`config.mk`:
```
export PLATFORM = sky130hd
export DESIGN_NAME = id_ex_reg_flat
export DESIGN_NICKNAME = d
export VERILOG_FILES = /design/src/rtl/id_ex_reg_if.sv /design/src/rtl/id_ex_reg.sv /design/src/flat_wrapper.sv
export SDC_FILE = /design/constraint.sdc
export NUM_CORES = 1
export LEC_CHECK = 0
export ABC_CLOCK_PERIOD_IN_PS = 800
export CORE_MARGIN = 5
export CORE_UTILIZATION = 23
export CTS_CLUSTER_SIZE = 40
export DETAILED_ROUTE_END_ITERATION = 7
export PLACE_DENSITY = 0.45
export SYNTH_ARGS = -nofsm -noshare
export SYNTH_HDL_FRONTEND = slang
export SYNTH_SLANG_ARGS = --single-unit
```
`constraint.sdc`:
```
create_clock -name clk -period 0.8 [get_ports clk]
set_input_delay 0.08 -clock clk [delete_from_list [all_inputs] [get_ports clk]]
set_output_delay 0.08 -clock clk [all_outputs]
set_load 0.03 [all_outputs]
```
`src/rtl/id_ex_reg_if.sv`:
```
// ID/EX boundary bundle: ID-side operands and WB bypass inputs in, registered EX-side copies out.
// master drives the ID/WB side and observes EX; slave is the pipeline register itself.
interface id_ex_reg_if #(
    parameter int unsigned DEPTH   = 16,
    parameter int unsigned DATA_W  = 32,
    parameter int unsigned REG_AW  = 5,
    parameter int unsigned ALUOP_W = 4
);
    localparam int unsigned CTRL_W = ALUOP_W + 6;

    logic              id_valid;
    logic [DATA_W-1:0] id_pc4;
    logic [DATA_W-1:0] id_rs_data;
    logic [DATA_W-1:0] id_rt_data;
    logic [DEPTH-1:0]  id_imm;
    logic [1:0]        id_imm_sel;
    logic [REG_AW-1:0] id_rs;
    logic [REG_AW-1:0] id_rt;
    logic [REG_AW-1:0] id_rd;
    logic [CTRL_W-1:0] id_ctrl;

    logic              wb_we;
    logic [REG_AW-1:0] wb_addr;
    logic [DATA_W-1:0] wb_data;

    logic              ex_valid;
    logic [DATA_W-1:0] ex_pc4;
    logic [DATA_W-1:0] ex_rs_data;
    logic [DATA_W-1:0] ex_rt_data;
    logic [DATA_W-1:0] ex_imm;
    logic [REG_AW-1:0] ex_rs;
    logic [REG_AW-1:0] ex_rt;
    logic [REG_AW-1:0] ex_rd;
    logic [CTRL_W-1:0] ex_ctrl;

    modport master (
        output id_valid, id_pc4, id_rs_data, id_rt_data, id_imm, id_imm_sel,
               id_rs, id_rt, id_rd, id_ctrl, wb_we, wb_addr, wb_data,
        input  ex_valid, ex_pc4, ex_rs_data, ex_rt_data, ex_imm,
               ex_rs, ex_rt, ex_rd, ex_ctrl
    );

    modport slave (
        input  id_valid, id_pc4, id_rs_data, id_rt_data, id_imm, id_imm_sel,
               id_rs, id_rt, id_rd, id_ctrl, wb_we, wb_addr, wb_data,
        output ex_valid, ex_pc4, ex_rs_data, ex_rt_data, ex_imm,
               ex_rs, ex_rt, ex_rd, ex_ctrl
    );
endinterface

```
`src/rtl/id_ex_reg.sv`:
```
// ID->EX pipeline register: immediate build, WB->ID same-cycle bypass, stall hold and flush bubble.
// Edge priority is flush > stall > load; every output is a flop.
module id_ex_reg #(
    parameter int unsigned DEPTH   = 16,
    parameter int unsigned DATA_W  = 32,
    parameter int unsigned REG_AW  = 5,
    parameter int unsigned ALUOP_W = 4
) (
    input  logic         clk,
    input  logic         rst_n,
    input  logic         stall,
    input  logic         flush,
    id_ex_reg_if.slave   bus
);
    localparam int unsigned CTRL_W = ALUOP_W + 6;
    localparam int unsigned PAD_W  = DATA_W - DEPTH;

    logic [DATA_W-1:0] imm_ext;
    logic [DATA_W-1:0] rs_fwd;
    logic [DATA_W-1:0] rt_fwd;
    logic              rs_hit;
    logic              rt_hit;

    // Immediate formatting selected by the decoder
    always_comb begin
        imm_ext = '0;
        case (bus.id_imm_sel)
            2'b00:   imm_ext = {{PAD_W{1'b0}}, bus.id_imm};
            2'b01:   imm_ext = {{PAD_W{bus.id_imm[DEPTH-1]}}, bus.id_imm};
            2'b10:   imm_ext = {bus.id_imm, {PAD_W{1'b0}}};
            default: imm_ext = DATA_W'(bus.id_imm[10:6]);
        endcase
    end

    // A register written by WB this cycle is read stale from the file; r0 is hardwired zero
    always_comb begin
        rs_hit = bus.wb_we && (bus.wb_addr != '0) && (bus.wb_addr == bus.id_rs);
        rt_hit = bus.wb_we && (bus.wb_addr != '0) && (bus.wb_addr == bus.id_rt);
        rs_fwd = rs_hit ? bus.wb_data : bus.id_rs_data;
        rt_fwd = rt_hit ? bus.wb_data : bus.id_rt_data;
    end

    always_ff @(posedge clk or negedge rst_n) begin
        if (!rst_n) begin
            bus.ex_valid   <= 1'b0;
            bus.ex_pc4     <= '0;
            bus.ex_rs_data <= '0;
            bus.ex_rt_data <= '0;
            bus.ex_imm     <= '0;
            bus.ex_rs      <= '0;
            bus.ex_rt      <= '0;
            bus.ex_rd      <= '0;
            bus.ex_ctrl    <= '0;
        end else if (flush) begin
            bus.ex_valid   <= 1'b0;
            bus.ex_pc4     <= '0;
            bus.ex_rs_data <= '0;
            bus.ex_rt_data <= '0;
            bus.ex_imm     <= '0;
            bus.ex_rs      <= '0;
            bus.ex_rt      <= '0;
            bus.ex_rd      <= '0;
            bus.ex_ctrl    <= '0;
        end else if (!stall) begin
            bus.ex_valid   <= bus.id_valid;
            bus.ex_pc4     <= bus.id_pc4;
            bus.ex_rs_data <= rs_fwd;
            bus.ex_rt_data <= rt_fwd;
            bus.ex_imm     <= imm_ext;
            bus.ex_rs      <= bus.id_rs;
            bus.ex_rt      <= bus.id_rt;
            bus.ex_rd      <= bus.id_rd;
            // An invalid slot must not carry side effects into EX
            bus.ex_ctrl    <= bus.id_valid ? bus.id_ctrl : CTRL_W'(0);
        end
    end
endmodule

```
`src/flat_wrapper.sv`:
```
// flat-port wrapper written by rule: the top's interface ports become plain ports
module id_ex_reg_flat 
#(
    parameter int unsigned DEPTH   = 16,
    parameter int unsigned DATA_W  = 32,
    parameter int unsigned REG_AW  = 5,
    parameter int unsigned ALUOP_W = 4
)
  (clk, rst_n, stall, flush, bus_id_valid, bus_id_pc4, bus_id_rs_data, bus_id_rt_data, bus_id_imm, bus_id_imm_sel, bus_id_rs, bus_id_rt, bus_id_rd, bus_id_ctrl, bus_wb_we, bus_wb_addr, bus_wb_data, bus_ex_valid, bus_ex_pc4, bus_ex_rs_data, bus_ex_rt_data, bus_ex_imm, bus_ex_rs, bus_ex_rt, bus_ex_rd, bus_ex_ctrl);
  id_ex_reg_if #(.DEPTH(DEPTH), .DATA_W(DATA_W), .REG_AW(REG_AW), .ALUOP_W(ALUOP_W)) bus_i ();
  input  logic clk;
  input  logic rst_n;
  input  logic stall;
  input  logic flush;
  input wire logic [$bits(bus_i.id_valid)-1:0] bus_id_valid;
  input wire logic [$bits(bus_i.id_pc4)-1:0] bus_id_pc4;
  input wire logic [$bits(bus_i.id_rs_data)-1:0] bus_id_rs_data;
  input wire logic [$bits(bus_i.id_rt_data)-1:0] bus_id_rt_data;
  input wire logic [$bits(bus_i.id_imm)-1:0] bus_id_imm;
  input wire logic [$bits(bus_i.id_imm_sel)-1:0] bus_id_imm_sel;
  input wire logic [$bits(bus_i.id_rs)-1:0] bus_id_rs;
  input wire logic [$bits(bus_i.id_rt)-1:0] bus_id_rt;
  input wire logic [$bits(bus_i.id_rd)-1:0] bus_id_rd;
  input wire logic [$bits(bus_i.id_ctrl)-1:0] bus_id_ctrl;
  input wire logic [$bits(bus_i.wb_we)-1:0] bus_wb_we;
  input wire logic [$bits(bus_i.wb_addr)-1:0] bus_wb_addr;
  input wire logic [$bits(bus_i.wb_data)-1:0] bus_wb_data;
  output wire logic [$bits(bus_i.ex_valid)-1:0] bus_ex_valid;
  output wire logic [$bits(bus_i.ex_pc4)-1:0] bus_ex_pc4;
  output wire logic [$bits(bus_i.ex_rs_data)-1:0] bus_ex_rs_data;
  output wire logic [$bits(bus_i.ex_rt_data)-1:0] bus_ex_rt_data;
  output wire logic [$bits(bus_i.ex_imm)-1:0] bus_ex_imm;
  output wire logic [$bits(bus_i.ex_rs)-1:0] bus_ex_rs;
  output wire logic [$bits(bus_i.ex_rt)-1:0] bus_ex_rt;
  output wire logic [$bits(bus_i.ex_rd)-1:0] bus_ex_rd;
  output wire logic [$bits(bus_i.ex_ctrl)-1:0] bus_ex_ctrl;
  assign bus_i.id_valid = bus_id_valid;
  assign bus_i.id_pc4 = bus_id_pc4;
  assign bus_i.id_rs_data = bus_id_rs_data;
  assign bus_i.id_rt_data = bus_id_rt_data;
  assign bus_i.id_imm = bus_id_imm;
  assign bus_i.id_imm_sel = bus_id_imm_sel;
  assign bus_i.id_rs = bus_id_rs;
  assign bus_i.id_rt = bus_id_rt;
  assign bus_i.id_rd = bus_id_rd;
  assign bus_i.id_ctrl = bus_id_ctrl;
  assign bus_i.wb_we = bus_wb_we;
  assign bus_i.wb_addr = bus_wb_addr;
  assign bus_i.wb_data = bus_wb_data;
  assign bus_ex_valid = bus_i.ex_valid;
  assign bus_ex_pc4 = bus_i.ex_pc4;
  assign bus_ex_rs_data = bus_i.ex_rs_data;
  assign bus_ex_rt_data = bus_i.ex_rt_data;
  assign bus_ex_imm = bus_i.ex_imm;
  assign bus_ex_rs = bus_i.ex_rs;
  assign bus_ex_rt = bus_i.ex_rt;
  assign bus_ex_rd = bus_i.ex_rd;
  assign bus_ex_ctrl = bus_i.ex_ctrl;
  id_ex_reg #(.DEPTH(DEPTH), .DATA_W(DATA_W), .REG_AW(REG_AW), .ALUOP_W(ALUOP_W)) u_core (.clk(clk), .rst_n(rst_n), .stall(stall), .flush(flush), .bus(bus_i));
endmodule
```
Word level (Yosys, flattened, before mapping). Index checks and enable logic that the tools add are counted.

Input port bits: 182. Bits in read-only memories: 0. Word-level logic and storage cells: 41. Bits in writable memories: 0. Output and inout bits: 154. Memories: 0. Bits in latches: 0. Bits in registers: 154.

Divide/modulo/power cells: 0. Muxes and demuxes: 22. Reduce and logical (&&, ||, !) cells: 5. $add $sub $neg: 0. Shift-type cells: 0. Multipliers: 0. Equal/unequal tests: 5. Magnitude comparators: 0. Bitwise logic cells: 0.

Operators with widths (number): 32-bit two-way mux (10); 32-bit one-hot mux with 3 select lines (1); 10-bit two-way mux (3); 5-bit two-way mux (6); 5-bit equality test (2); 5-bit nonzero test (1); 1-bit logical AND (3); 2-bit by 1-bit equality test with 1-bit output, second input constant (1); 2-bit equality test, second input constant (1); 2-bit zero test (1); 1-bit two-way mux (2); 2-bit by 1-bit != test with 1-bit output, second input constant (1).

Logic depth before layout (Yosys ltp).
Depth in word-level cells: 6. Mapped depth: 6. Mapped depth without buffers: 4.

Worst setup path before layout. No wires, ideal clock.

Path type: input -> register. Start point: input port bus_wb_addr[4]. End point: register u_core.bus.ex_rs_data[10]. Setup time: 126 ps. Arrival: 1233 ps. Required time: 674 ps. Buffers on the path: 2. Slack: -559 ps. Stages: 6. Cell sequence: xnor2_1 > nand3_1 > or3_1 > buf_6 > buf_8 > o311a_1.

Cells in the longest elaborated chain, start to end: 6. Elaborated cells on any way between the ends: 7. Classes of those cells: eq/ne (1); mux (3); reduce/logical (3).

Ends and longest elaborated chain: start: declaration (RTL line flat_wrapper.sv:26) `input wire logic [$bits(bus_i.wb_addr)-1:0] bus_wb_addr;`; 5-bit nonzero test (RTL line id_ex_reg.sv:37) `rs_hit = bus.wb_we && (bus.wb_addr != '0) && (bus.wb_addr == bus.id_rs);`; 1-bit logical AND (RTL line id_ex_reg.sv:37); 1-bit logical AND (*) (RTL line id_ex_reg.sv:37); 32-bit two-way mux (*) (RTL line id_ex_reg.sv:39) `rs_fwd = rs_hit ? bus.wb_data : bus.id_rs_data;`; 32-bit two-way mux (*) (RTL line id_ex_reg.sv:64) `end else if (!stall) begin`; 32-bit two-way mux (*) (RTL line id_ex_reg.sv:54) `end else if (flush) begin`; end signal: assignment (RTL line id_ex_reg.sv:67) `bus.ex_rs_data <= rs_fwd;`; end: declaration (RTL line id_ex_reg_if.sv:46) `output ex_valid, ex_pc4, ex_rs_data, ex_rt_data, ex_imm,`.

Every way passes the cells marked *; elsewhere a longest branch is shown, timed or not. The select of a mux whose other input is x is not followed. A chain may end at the register's enable or synchronous reset.

Final worst setup path.
Start point: input port bus_wb_addr[1]. End point: register u_core.bus.ex_rt_data[22].

Cells in the longest elaborated chain, start to end: 6. Elaborated cells on any way between the ends: 7. Classes of those cells: eq/ne (1); mux (3); reduce/logical (3).

Ends and longest elaborated chain: 5-bit nonzero test (RTL line id_ex_reg.sv:38) `rt_hit = bus.wb_we && (bus.wb_addr != '0) && (bus.wb_addr == bus.id_rt);`; 1-bit logical AND (RTL line id_ex_reg.sv:38); 1-bit logical AND (*) (RTL line id_ex_reg.sv:38); 32-bit two-way mux (*) (RTL line id_ex_reg.sv:40) `rt_fwd = rt_hit ? bus.wb_data : bus.id_rt_data;`; 32-bit two-way mux (*) (RTL line id_ex_reg.sv:64); 32-bit two-way mux (*) (RTL line id_ex_reg.sv:54); end signal: assignment (RTL line id_ex_reg.sv:68) `bus.ex_rt_data <= rt_fwd;`; end: declaration (RTL line id_ex_reg_if.sv:46).

Marked as above.

==> results by group <==
Global route
  – Vias in the first global route: 7614
  – GRT Util Overall: 0.177
  – Global-route wire length before repair: 49300 um
  – Overflow after GRT: 0
  – Largest net degree at the start of global routing: 49
  – Initial antenna violation count: 3

STA
  – Worst relative slew slack: 0.472
  – Setup violations, final: 250
  – Crit share post-route: 1.67
  – Worst Tran Pin Value: 792 ps
  – RSZ-0062 raised after global routing: true
  – Hold slack: -1.64 ps
  – Clock skew: 0 ps
  – Fmax: 750 MHz
  – Max Slew Vio Count: 0
  – Final WS setup: -533 ps
  – Final min period: 1330 ps
  – Final hold violation count: 1

Pwr
  – Peak supply drop: 1.32 mV
  – Tot Pwr: 0.0244 W
  – PwrDens: 1690 mW/mm2
  – Static Leak: 6.42 nW

Detailed routing
  – Final ANT Viol Nets: 0
  – Routed wire length: 33600 um
  – Vias: 7526
  – Drt wl/cell: 20.5 um
  – Drc violations: 0
  – DR iter-0 viols: 360
  – Drt pass-1 iters: 4
  – DR vias/cell: 4.58

Setup path
  – Slowest stage delay, CP: 530 ps
  – Worst Path Arrival: 1640 ps
  – Worst Reg-to-Reg Cells: 4
  – Most common cell on crit path: buf_6
  – Cell Chain, Critical Path: buf_6, or4_4, o21ai_4, buf_12, buf_6, buf_8, clkbuf_16, o31ai_1, o311a_1
  – Startpoint types: input pin
  – Critical R2R Capture: u_core.bus.ex_rs_data[0]
  – R2R setup slack: -130 ps
  – CP Class: in -> reg
  – Worst setup path startpoint: bus_wb_addr[1]
  – CP Capture Type: flip-flop
  – Crit-path max FO: 6
  – Launch point of the worst reg-to-reg path: u_core.bus.ex_rs_data[0]
  – Crit-path slowest cell: or4_4
  – Worst Setup EP: u_core.bus.ex_rt_data[22]
  – Req. time, crit path: 1110 ps

Logic synthesis
  – Distinct cells, synth: 33
  – Syn nets: 942
  – Synth area leader: dfrtp_1
  – Register area share after synthesis: 0.509
  – Compound-gate portion of the synthesized area: 0.243
  – Post-synthesis mux area share: 0.0621
  – Synth area leaders: dfrtp_1 51%, o311a_1 8.5%, o31ai_1 6.3%, mux2i_1 6.2%, nor2_1 5.6%
  – Synth Register Bits: 154
  – Synth Area in Simple Gates: 0.0844
  – Top-area cell type share of the netlist area: 0.509
  – Mapped Cells: 760
  – Syn avg cell area: 9.97 um2
  – Yosys warnings: 0
  – Post-synthesis xor/xnor area fraction: 0.0127
  – Synthesized cell area: 0.00758 mm2
  – Largest family of logic cells by synthesized area: compound AO/OA/AOI/OAI gates
  – Post-Synth Adder-Cell Area: 0

Finish
  – Nets: 1369
  – Ratio of cells with drive above 1 in the final layout: 0.345
  – Fill count: 3206
  – Multi-input combinational cell area: 0.00365 mm2
  – Area growth from synthesis to layout: 90.5%
  – Post-Layout Inst Area: 0.0144 mm2
  – Reg area: 0.00385 mm2

Placed design
  – Placer's final routability congestion estimate: 0.771
  – Placed cell areas: 0.0118 mm2
  – HPWL after detailed placement: 21700 um
  – I/O Buffers: 335

Floorplan
  – Io pins: 336
  – Die X-Extent: 191 um
  – Initial core utilization: 0.233
  – Num rows: 66
  – Die Y: 191 um
  – Die ar.: 0.0367 mm2
  – Core area: 0.0325 mm2

CTS
  – H-Tree Depth: 4
  – TritonCTS Buffers: 17
  – Clock sink total: 154
  – Root Buffer: clkbuf_16
  – Longest Clk Path Bufs: 2
  – CTS tree: yes
  – Clk Latency, worst-skew pair: 420 ps
  – Worst-path clk slew: 70 ps

Run
  – Number of max-cap violations: 0

Status
  – Outcome: finished with violations
  – Failing checks: negative hold slack, negative setup slack

Min path
  – Worst hold path class: in -> reg
[stage by stage]
| stage | worst slack (ps) | TNS, ps | utilization | instances | hold slack [ps] |
|---|---|---|---|---|---|
| 5_1_grt | -558 | -80650 | 0.443 | 1643 | 13.5 |
| 3_3_place_gp | -1240 | -107600 | 0.361 | 1530 | -106 |
| 2_1_floorplan | -556 | -41910 | - | 760 | -216 |
| 4_1_cts | -596 | -76820 | 0.432 | 1617 | 62.0 |
| 6_report | -533 | -70830 | 0.443 | 1643 | -1.64 |
| 3_5_place_dp | -1230 | -107930 | 0.361 | 1530 | -103 |
[sequential cells by signal, indices dropped and copies added, names as in the netlist]
signal,flops
u_core.bus.ex_rs,5
u_core.bus.ex_rd,5
u_core.bus.ex_imm,32
u_core.bus.ex_rt,5
u_core.bus.ex_pc4,32
u_core.bus.ex_valid,1
u_core.bus.ex_rs_data,32
u_core.bus.ex_ctrl,10
u_core.bus.ex_rt_data,32
[layout make-up]
cell class,instances,area share
tap,442,0.0383
antenna,1,0.000173
sequential,154,0.267
multi-input combinational,464,0.253
timing repair buffer,485,0.378
inverter,65,0.0169
clock buffer,20,0.0317
clock inverter,12,0.0147
[cells in the mapped netlist]
library cell,count
buf_4,6
xnor2_1,10
mux2i_1,47
a221oi_1,5
nor2_1,113
and2_1,1
a21o_1,1
nand3b_1,1
buf_6,3
a22o_1,20
nand3_2,1
or3_1,3
nand3_1,1
buf_8,6
clkbuf_1,51
o311a_1,64
o21ai_4,1
dlygate4sd1_1,3
nand2_1,18
o31ai_1,64
xor2_1,1
and3_1,1
o21ai_1,15
a21oi_1,81
buf_2,6
inv_1,64
or4_4,1
nor3_1,6
nor3b_1,2
buf_1,3
nor2b_1,6
inv_2,1
dfrtp_1,154
[cell families after synthesis]
logic type,after synthesis
flip-flops,154
AND/OR/NAND/NOR,154
XOR/XNOR,11
multiplexers,47
buffers and inverters,143
AO/OA/AOI/OAI,251
[per-layer routing]
metal,vias up,part of all wire,track usage
met5,-,0.00080,0
li1,3604,-,-
met3,22,0.070,0.0542
met4,4,0.0095,0.0365
met1,3677,0.42,0.227
met2,219,0.50,0.296
[how the worst min path moves through the flow]
stage / endpoint / start / cells past startpoint
after global placement: u_core.bus.ex_pc4[1] / rst_n / 1
after global routing: u_core.bus.ex_rt[2] / bus_id_rt[2] / 3
after floorplan: u_core.bus.ex_ctrl[0] / rst_n / 0
after CTS: u_core.bus.ex_rs[2] / bus_id_rs[2] / 3
final: u_core.bus.ex_rs[3] / bus_id_rs[3] / 3
after detailed placement: u_core.bus.ex_pc4[1] / rst_n / 1
[critical path: cells and delay by family]
| kind | cells | cell delay (ps) |
|---|---|---|
| AND/OR/NAND/NOR | 1 | 530 |
| AO/OA/AOI/OAI | 3 | 410 |
| buffers and inverters | 5 | 620 |
[timing repair]
item / 4_1_cts / 5_1_grt
setup buffers: 44 / 32
hold endpoints to repair: 156 / 3
gates resized for setup: 260 / 62
gates cloned: 16 / 2
endpoints found under the setup margin: 248 / 243
hold buffers: 4 / 3
pin swaps: 58 / 56
[placed cells by master, fill, tap and decap left out, types with 6 or more instances in the layout]
master / synthesis / layout
buf_4: 6 / 80
buf_6: 3 / 171
o31ai_4: 0 / 24
nand2_1: 18 / 17
clkdlybuf4s50_1: 0 / 160
dfrtp_1: 154 / 153
dlygate4sd3_1: 0 / 6
inv_1: 64 / 64
o31ai_2: 0 / 10
clkbuf_16: 0 / 19
mux2i_1: 47 / 47
o31ai_1: 64 / 30
o311a_1: 64 / 64
nor2_1: 113 / 113
buf_16: 0 / 12
a21oi_1: 81 / 79
a22o_1: 20 / 20
o21ai_1: 15 / 14
buf_12: 0 / 37
[report_power, final]
group	total (W)	switching (W)	internal (W)
sequential	0.00858	0.000351	0.00823
combinational	0.00644	0.00325	0.00318
clock	0.00938	0.00361	0.00577
total	0.0244	0.00722	0.0172
Power figures use the tool's default switching activity.
